### src/rtl/draw_pkg.sv
// Shared types and constants for the draw scheduler and its command FIFO.
package draw_pkg;

  localparam int unsigned N_ENG    = 3;
  localparam int unsigned X_W      = 8;
  localparam int unsigned Y_W      = 7;
  localparam int unsigned COL_W    = 3;
  localparam int unsigned DIAM_W   = 8;
  localparam int unsigned SCREEN_W = 160;
  localparam int unsigned SCREEN_H = 120;

  typedef enum logic [1:0] {
    ENG_FILL     = 2'd0,
    ENG_CIRCLE   = 2'd1,
    ENG_REULEAUX = 2'd2,
    ENG_BAD      = 2'd3
  } eng_id_t;

  typedef struct packed {
    eng_id_t             eng;
    logic [COL_W-1:0]    colour;
    logic [X_W-1:0]      cx;
    logic [Y_W-1:0]      cy;
    logic [DIAM_W-1:0]   diam;
  } draw_cmd_t;

  typedef enum logic [1:0] {
    S_IDLE,
    S_LOAD,
    S_RUN,
    S_RELEASE
  } sched_state_t;

  // One-hot engine select; the illegal id selects nothing.
  function automatic logic [N_ENG-1:0] eng_onehot(input eng_id_t id);
    logic [N_ENG-1:0] oh;
    oh = '0;
    case (id)
      ENG_FILL:     oh = 3'b001;
      ENG_CIRCLE:   oh = 3'b010;
      ENG_REULEAUX: oh = 3'b100;
      default:      oh = '0;
    endcase
    return oh;
  endfunction

endpackage

### src/rtl/draw_cmd_fifo.sv
// Command FIFO for the draw scheduler; DEPTH must be a power of two >= 2.
module draw_cmd_fifo
  import draw_pkg::*;
#(
  parameter int unsigned DEPTH = 4
) (
  input  logic      clk,
  input  logic      rst_n,
  input  logic      push,
  input  logic      pop,
  input  draw_cmd_t din,
  output draw_cmd_t dout,
  output logic      full,
  output logic      empty
);

  localparam int unsigned AW = $clog2(DEPTH);
  localparam int unsigned CW = $clog2(DEPTH) + 1;

  draw_cmd_t       mem [DEPTH];
  logic [AW-1:0]   wr_ptr;
  logic [AW-1:0]   rd_ptr;
  logic [CW-1:0]   count;
  logic [CW-1:0]   count_n;
  logic            wr_en;
  logic            rd_en;

  assign wr_en   = push && !full;
  assign rd_en   = pop && !empty;
  assign count_n = count + CW'(wr_en) - CW'(rd_en);
  assign dout    = mem[rd_ptr];

  // Pointers wrap naturally; full/empty are registered decodes of the next count.
  always_ff @(posedge clk or negedge rst_n) begin
    if (!rst_n) begin
      wr_ptr <= '0;
      rd_ptr <= '0;
      count  <= '0;
      full   <= 1'b0;
      empty  <= 1'b1;
    end else begin
      if (wr_en) wr_ptr <= wr_ptr + AW'(1);
      if (rd_en) rd_ptr <= rd_ptr + AW'(1);
      count <= count_n;
      full  <= (count_n == CW'(DEPTH));
      empty <= (count_n == '0);
    end
  end

  always_ff @(posedge clk) begin
    if (wr_en) mem[wr_ptr] <= din;
  end

endmodule

### src/rtl/draw_scheduler.sv
// Queues host draw commands and runs the shape engines one at a time on a shared VGA port.
// Optional DRAW_SCHED_PIXCNT_EN adds a saturating per-command plotted-pixel counter.
module draw_scheduler
  import draw_pkg::*;
#(
  parameter int unsigned DEPTH = 4
) (
  input  logic                    clk,
  input  logic                    rst_n,
  input  logic                    cmd_valid,
  output logic                    cmd_ready,
  input  logic [1:0]              cmd_eng,
  input  logic [COL_W-1:0]        cmd_colour,
  input  logic [X_W-1:0]          cmd_cx,
  input  logic [Y_W-1:0]          cmd_cy,
  input  logic [DIAM_W-1:0]       cmd_diam,
  output logic [N_ENG-1:0]        eng_start,
  input  logic [N_ENG-1:0]        eng_done,
  output logic [COL_W-1:0]        eng_colour,
  output logic [X_W-1:0]          eng_cx,
  output logic [Y_W-1:0]          eng_cy,
  output logic [DIAM_W-1:0]       eng_diam,
  input  logic [N_ENG*X_W-1:0]    eng_vga_x,
  input  logic [N_ENG*Y_W-1:0]    eng_vga_y,
  input  logic [N_ENG*COL_W-1:0]  eng_vga_colour,
  input  logic [N_ENG-1:0]        eng_vga_plot,
  output logic [X_W-1:0]          vga_x,
  output logic [Y_W-1:0]          vga_y,
  output logic [COL_W-1:0]        vga_colour,
  output logic                    vga_plot,
  output logic                    busy,
  output logic                    err_badcmd
`ifdef DRAW_SCHED_PIXCNT_EN
  ,
  output logic [15:0]             pix_count
`endif
);

  sched_state_t       state;
  draw_cmd_t          fifo_din;
  draw_cmd_t          fifo_dout;
  draw_cmd_t          cmd_q;
  logic               fifo_full;
  logic               fifo_empty;
  logic               push;
  logic               pop;
  logic [N_ENG-1:0]   act;
  logic               done_act_c;
  logic               plot_c;

  assign fifo_din   = '{eng: eng_id_t'(cmd_eng), colour: cmd_colour, cx: cmd_cx,
                        cy: cmd_cy, diam: cmd_diam};
  assign cmd_ready  = !fifo_full;
  assign push       = cmd_valid && !fifo_full;
  assign pop        = (state == S_IDLE) && !fifo_empty;
  assign done_act_c = |(eng_done & act);

  draw_cmd_fifo #(.DEPTH(DEPTH)) u_fifo (
    .clk   (clk),
    .rst_n (rst_n),
    .push  (push),
    .pop   (pop),
    .din   (fifo_din),
    .dout  (fifo_dout),
    .full  (fifo_full),
    .empty (fifo_empty)
  );

  // Sequencer: start stays high until done, then waits for done to drop before the next command.
  always_ff @(posedge clk or negedge rst_n) begin
    if (!rst_n) begin
      state      <= S_IDLE;
      cmd_q      <= '0;
      act        <= '0;
      eng_start  <= '0;
      eng_colour <= '0;
      eng_cx     <= '0;
      eng_cy     <= '0;
      eng_diam   <= '0;
      err_badcmd <= 1'b0;
      busy       <= 1'b0;
    end else begin
      busy <= (state != S_IDLE) || !fifo_empty;
      case (state)
        S_IDLE: begin
          if (pop) begin
            cmd_q <= fifo_dout;
            state <= S_LOAD;
          end
        end
        S_LOAD: begin
          eng_colour <= cmd_q.colour;
          eng_cx     <= cmd_q.cx;
          eng_cy     <= cmd_q.cy;
          eng_diam   <= cmd_q.diam;
          act        <= eng_onehot(cmd_q.eng);
          if (cmd_q.eng == ENG_BAD) begin
            err_badcmd <= 1'b1;
            state      <= S_IDLE;
          end else begin
            eng_start <= eng_onehot(cmd_q.eng);
            state     <= S_RUN;
          end
        end
        S_RUN: begin
          if (done_act_c) begin
            eng_start <= '0;
            state     <= S_RELEASE;
          end
        end
        S_RELEASE: begin
          if (!done_act_c) state <= S_IDLE;
        end
        default: state <= S_IDLE;
      endcase
    end
  end

  // Pixel mux from the active engine, clipped to the visible screen.
  always_comb begin
    vga_x      = '0;
    vga_y      = '0;
    vga_colour = '0;
    plot_c     = 1'b0;
    if (state == S_RUN || state == S_RELEASE) begin
      for (int unsigned i = 0; i < N_ENG; i++) begin
        if (act[i]) begin
          vga_x      = eng_vga_x[i*X_W +: X_W];
          vga_y      = eng_vga_y[i*Y_W +: Y_W];
          vga_colour = eng_vga_colour[i*COL_W +: COL_W];
          plot_c     = eng_vga_plot[i];
        end
      end
    end
    vga_plot = plot_c && (vga_x < X_W'(SCREEN_W)) && (vga_y < Y_W'(SCREEN_H));
  end

`ifdef DRAW_SCHED_PIXCNT_EN
  // Plotted-pixel count for the most recent command.
  always_ff @(posedge clk or negedge rst_n) begin
    if (!rst_n) begin
      pix_count <= '0;
    end else if (state == S_LOAD) begin
      pix_count <= '0;
    end else if (vga_plot && (pix_count != 16'hFFFF)) begin
      pix_count <= pix_count + 16'd1;
    end
  end
`endif

endmodule

### config.mk
export PLATFORM = sky130hd
export DESIGN_NAME = draw_scheduler
export DESIGN_NICKNAME = d
export VERILOG_FILES = /design/src/rtl/draw_pkg.sv /design/src/rtl/draw_cmd_fifo.sv /design/src/rtl/draw_scheduler.sv
export SDC_FILE = /design/constraint.sdc
export NUM_CORES = 1
export LEC_CHECK = 0
export CORE_ASPECT_RATIO = 1.5
export CORE_MARGIN = 5
export CORE_UTILIZATION = 42
export CTS_BUF_LIST = sky130_fd_sc_hd__clkbuf_2 sky130_fd_sc_hd__clkbuf_4 sky130_fd_sc_hd__clkbuf_8
export DETAILED_ROUTE_END_ITERATION = 6
export GPL_ROUTABILITY_DRIVEN = 0
export HOLD_SLACK_MARGIN = 0.1
export PLACE_DENSITY = 0.75
export SYNTH_ARGS = -nofsm -noshare
export SYNTH_HDL_FRONTEND = slang
export SYNTH_HIERARCHICAL = 1
export SYNTH_SLANG_ARGS = --single-unit
### constraint.sdc
create_clock -name clk -period 7.1 [get_ports clk]
set_clock_uncertainty 0.05 [all_clocks]
set_input_delay 1.065 -clock clk [delete_from_list [all_inputs] [get_ports clk]]
set_output_delay 1.065 -clock clk [all_outputs]
set_load 0.02 [all_outputs]
; ---- Yosys cells after proc, flatten, opt, wreduce, memory -nomap -nowiden
; Memories as Yosys holds them, arrays and structs flattened. A register that Yosys moved wholly into a read port is not among the register bits.
; Cells that the tools add are included.
[totals]
register_bits = 45
ram_bits = 112
out_inout_bits = 51
wordCells = 81
memories = 1
[mem_list]
columns = memory, words, width, rd, rd_ports_with_merged_regs, wr, line
row1 = u_fifo.mem, 4, 28, 1, 1, 1, draw_cmd_fifo.sv:20  ; draw_cmd_t mem [DEPTH];
[classes]
addsub = 4
order_cmp = 2
eq_ne = 11
mux = 27
n_bitwise = 1
reduce_logical = 21
[ops]
columns = operator, count
row1 = 8-bit 2-to-1 mux, 4
row2 = 7-bit 2-to-1 mux, 4
row3 = 3-bit 2-to-1 mux, 6
row4 = 3-bit case mux with 3 select lines, 1
row5 = 2-bit == test (second input constant), 4
row6 = 8-bit less-than comparator (second input constant), 1
row7 = 2-bit 2-to-1 mux, 4
row8 = 2-bit case mux with 4 select lines, 1
row9 = 7-bit less-than comparator (second input constant), 1
row10 = 1-bit logical AND, 6
row11 = 1-bit 2-to-1 mux, 6
row12 = 2-bit != test (second input constant), 3
row13 = 3-bit case mux with 2 select lines, 1
row14 = 3-bit AND reduction, 2
row15 = 2-bit by 1-bit adder with 2-bit output (second input constant), 2
row16 = 2-bit by 1-bit == test with 1-bit output (second input constant), 2
row17 = 2-bit zero test, 2
row18 = 2-bit AND reduction, 2
row19 = 2-bit nonzero test, 2
row20 = 3-bit by 1-bit adder with 3-bit output, 1
row21 = 3-bit bitwise AND, 1
row22 = 3-bit == test (second input constant), 1
row23 = 1-bit zero test, 3
row24 = 3-bit zero test, 1
row25 = 4 further kinds, 5

; ---- Depth between registers and ports, before layout
[logic_depth]
ltp_word = 7
mapped_depth = 11
mapped_depth_nobuf = 10

; ---- Cells and area by module
; The synthesis kept the hierarchy.
[modules_own_cells]
columns = mod, n_inst, cells_per_inst, area_each_um2, seq_area_each_um2
row1 = draw_cmd_fifo, 1, 182, 4508.1, 3589.7
row2 = draw_scheduler, 1, 230, 2891.5, 1601.5

; ---- Least setup slack after synthesis
; No wires, ideal clock.
[synth_path]
kind = input to output
startpoint = in eng_vga_x[6]
endpoint = out vga_plot
arrival_ns = 2.081
t_required_ns = 5.985
path_slack_ns = 3.904
path_stages = 4
path_buffers = 0
path_cell_list = and3b_1 > o221a_2 > o221a_1 > a211oi_2
[synth_via]
elab_chain_len = 7
[synth_lines]
columns = element, line
row1 = start: declaration, draw_scheduler.sv:23  ; input logic [N_ENG*X_W-1:0] eng_vga_x,
row2 = 8-bit 2-to-1 mux (3 in a row), draw_scheduler.sv:127  ; if (act[i]) begin
row3 = 8-bit 2-to-1 mux, draw_scheduler.sv:125  ; if (state == S_RUN || state == S_RELEASE) begin
row4 = via vga_x[6], draw_scheduler.sv:27  ; output logic [X_W-1:0] vga_x,
row5 = 8-bit less-than comparator, draw_scheduler.sv:135  ; vga_plot = plot_c && (vga_x < X_W'(SCREEN_W)) && (vga_y < Y_W'(SCREEN_H));
row6 = 1-bit logical AND (2 in a row), draw_scheduler.sv:135
row7 = end: declaration, draw_scheduler.sv:30  ; output logic vga_plot,
; The timed path passes the listed nets, and every way through them passes these cells.

; ---- Final worst setup path
[layout_path]
startpoint = reg act[1]
endpoint = out vga_plot
[layout_via]
elab_chain_len = 6
word_cells_on_any_way = 13
[layout_lines]
columns = element, line
row1 = start: declaration, draw_scheduler.sv:47  ; logic [N_ENG-1:0] act;
row2 = start signal: assignment, draw_scheduler.sv:96  ; act <= eng_onehot(cmd_q.eng);
row3 = 8-bit 2-to-1 mux (2 in a row), draw_scheduler.sv:127
row4 = 8-bit 2-to-1 mux, draw_scheduler.sv:125
row5 = 8-bit less-than comparator, draw_scheduler.sv:135
row6 = 1-bit logical AND, draw_scheduler.sv:135
row7 = 1-bit logical AND *, draw_scheduler.sv:135
; Every way passes the cells marked *; elsewhere a longest branch is shown, timed or not.

==> qor.yml <==
status: "completed"
tightest_slew_ns: 1.160
synth_top_area_share_pct: 45.45
reg2reg_slack_ns: 4.34
ff_latch_area_um2: 5192
cp_slowest_cell: "nor2b_1"
timing.hold.ws_ns: 0.4324
setup_viol: 0
synth.avg_cell_area_um2: 17.96
post_synth_inst_count: 412
postCtsSetupBuffers: 0
crit_path_end_kind: "primary output"
cts_hold_buffers: 0
maxSlewHeadroom_pct: 22.49
first_iter_violations: 131
fin_crit_ns: 4.634
worstSetupStartpointType: "flop"
clock_path_buffers: 2
cts-root-buf: "clkbuf_8"
synth_fp_nets: 510
synth_commonest_cells: "edfxtp_1 (112), dfrtp_1 (72), mux2_1 (54)"
p_leak_uw: 0.003639
fin_crit_sh_pct: 65.26
crit_required_ns: 5.98
dr.pass1.iters: 4
drc: 0
max_freq_mhz: 215.8
antenna_found_initial: 0
cts_max_level: 4
rows: 59
fin_util_pct: 54.08
cts.repair.resized: 0
track_usage_pct: 15.24
final_antenna_net_count: 0
async_flop_share_pct: 39.46
slowest_delay_ns: 1.02
hpwlAfterDp_um: 9946
clock-sinks: 185
synth_cell_type_count: 47
diodes: 0
drv_slew: 0
ios: 142
setup.worst_path.class: "reg -> out"
yosys_warnings: 6
synth_area_leader_cell: "edfxtp_1"
final_nets: 650
wl_um: 15120
rsz0062_at_grt: "false"
core_um2: 17350
num-fill-cells: 1364
cts_made_buffers: 17
ys_ff_latch: 185
powerDensity_nw_per_um2: 243.6
die_height_um: 172.6
areaGrowthSynthToFinish_pct: 26.78
crit_buf_inv: 1
drive_above_1_share_pct: 13.45
critical_path_arrival_ns: 3.52
critPathTopFamily: "simple AND/OR/NAND/NOR gates"
insertion_delay_ns: 0.44
cts.clk_slew.worst_paths_ns: 0.10
maxCapViolations: 0
synth.area.top_cells: "edfxtp_1 (45%), dfrtp_1 (24%), mux4_2 (8.5%)"
syn-cell-area_um2: 7400
die_x_um: 118.4
synth-main-ff-cell: "edfxtp_1"
hold_class: "reg -> reg"
finalHoldViolations: 0
grt_pass1_vias: 4648
cts_tree: "built"
tns_ns: 0
synth-edff-count: 112
multiInputGateArea_um2: 2046
dieArea_um2: 20430
portBuffers: 141
gr-total-overflow: 0
grt_max_degree: 74
start_util_pct: 42.65
yosysSeqAreaShare_pct: 70.16
vias: 4190
avgViaCountPerCell: 5.386
worst_ir_drop_vdd_mv: 0.1633
wl_per_cell_um: 19.43
path_cells: "nor2b_1 > a221o_1 > o211ai_1 > a211oi_2 > clkdlybuf4s50_1"
synth_most_common_cell: "edfxtp_1"
crit_fanout: 25
grt_first_pass_wirelength_um: 24700
## cells by family (layout without fill, tap and decap cells)
group	count (synthesis)	after routing	share of synthesized area, %
flops	185	185	70.16
mux	83	83	16.89
simple gates	55	55	3.822
compound gates	45	45	4.836
buf+inv	33	186	2.333
fa+ha+maj	7	7	1.285
xor+xnor	4	4	0.6764
## registers in the layout, summed over array words and instances, names as in the netlist, 2 cells and up, named ones only
signal         cells
u_fifo/mem       112
cmd_q             28
eng_cx             8
eng_diam           8
eng_cy             7
act                3
eng_colour         3
eng_start          3
u_fifo/count       3
u_fifo/rd_ptr      2
u_fifo/wr_ptr      2
## per-stage QoR
| stage | power [uW] | area (um^2) | cells | setup WS, ns |
|---|---|---|---|---|
| 6_report | 2286 | 9382 | 778 | 2.466 |
| 3_3_place_gp | 1593 | 8970 | 746 | 3.089 |
| 4_1_cts | 2319 | 9382 | 778 | 2.465 |
| 3_5_place_dp | 1613 | 8970 | 746 | 2.976 |
| 5_1_grt | 2389 | 9382 | 778 | 2.358 |
| 2_1_floorplan | 1477 | 7400 | 412 | 3.904 |
## placed cells by master, fill, tap and decap left out, types with 7 or more instances in the layout
master             n
nand2_1            7
inv_1             10
mux2_1            54
mux4_2            28
nor3_1            13
edfxtp_1         112
clkdlybuf4s50_1  140
nor2_1            14
clkbuf_8          17
a221oi_1          13
dfrtp_1           71
## power breakdown
| part | total (uW) | switching [uW] | internal [uW] |
|---|---|---|---|
| sequential | 1320 | 32.9 | 1290 |
| combinational | 256 | 139 | 116 |
| clock | 705 | 405 | 300 |
## worst register-to-register path: cells and delay by family (launching register included)
| family | cells | cell delay [ns] |
|---|---|---|
| XOR/XNOR | 1 | 0.42 |
| adder cells (fa/ha/maj) | 3 | 0.77 |
| buffers and inverters | 2 | 0.11 |
| flip-flops | 1 | 0.58 |
| AND/OR/NAND/NOR | 3 | 0.74 |
## layer usage
metal / GRT usage, % / wire length [um] / vias up
met1: 16.27 / 5485 / 2124
met4: 5.390 / 215 / 0
met5: 0 / 0 / -
met2: 28.78 / 8538 / 168
li1: - / - / 1882
met3: 3.758 / 876 / 16
## path summary, 6_finish.rpt
kind	endpoint	cells after the start	start
max in group asynchronous	u_fifo/rd_ptr[0]	1	rst_n
setup / recovery	vga_plot	5	act[1]
setup reg to reg	u_fifo/full	9	flop
min in group asynchronous	eng_cx[5]	1	rst_n
hold reg to reg	err_badcmd	1	err_badcmd
hold / removal	err_badcmd	1	err_badcmd
## cell type report
class,count,share of cell area [%]
Clock buffer,17,2.494
Clock inverter,15,1.894
Inverter,11,0.4401
Multi-Input combinational cell,194,21.81
Sequential cell,185,55.35
Tap cell,213,2.841
Timing Repair Buffer,143,15.18
(Power assumes the default switching activity.)
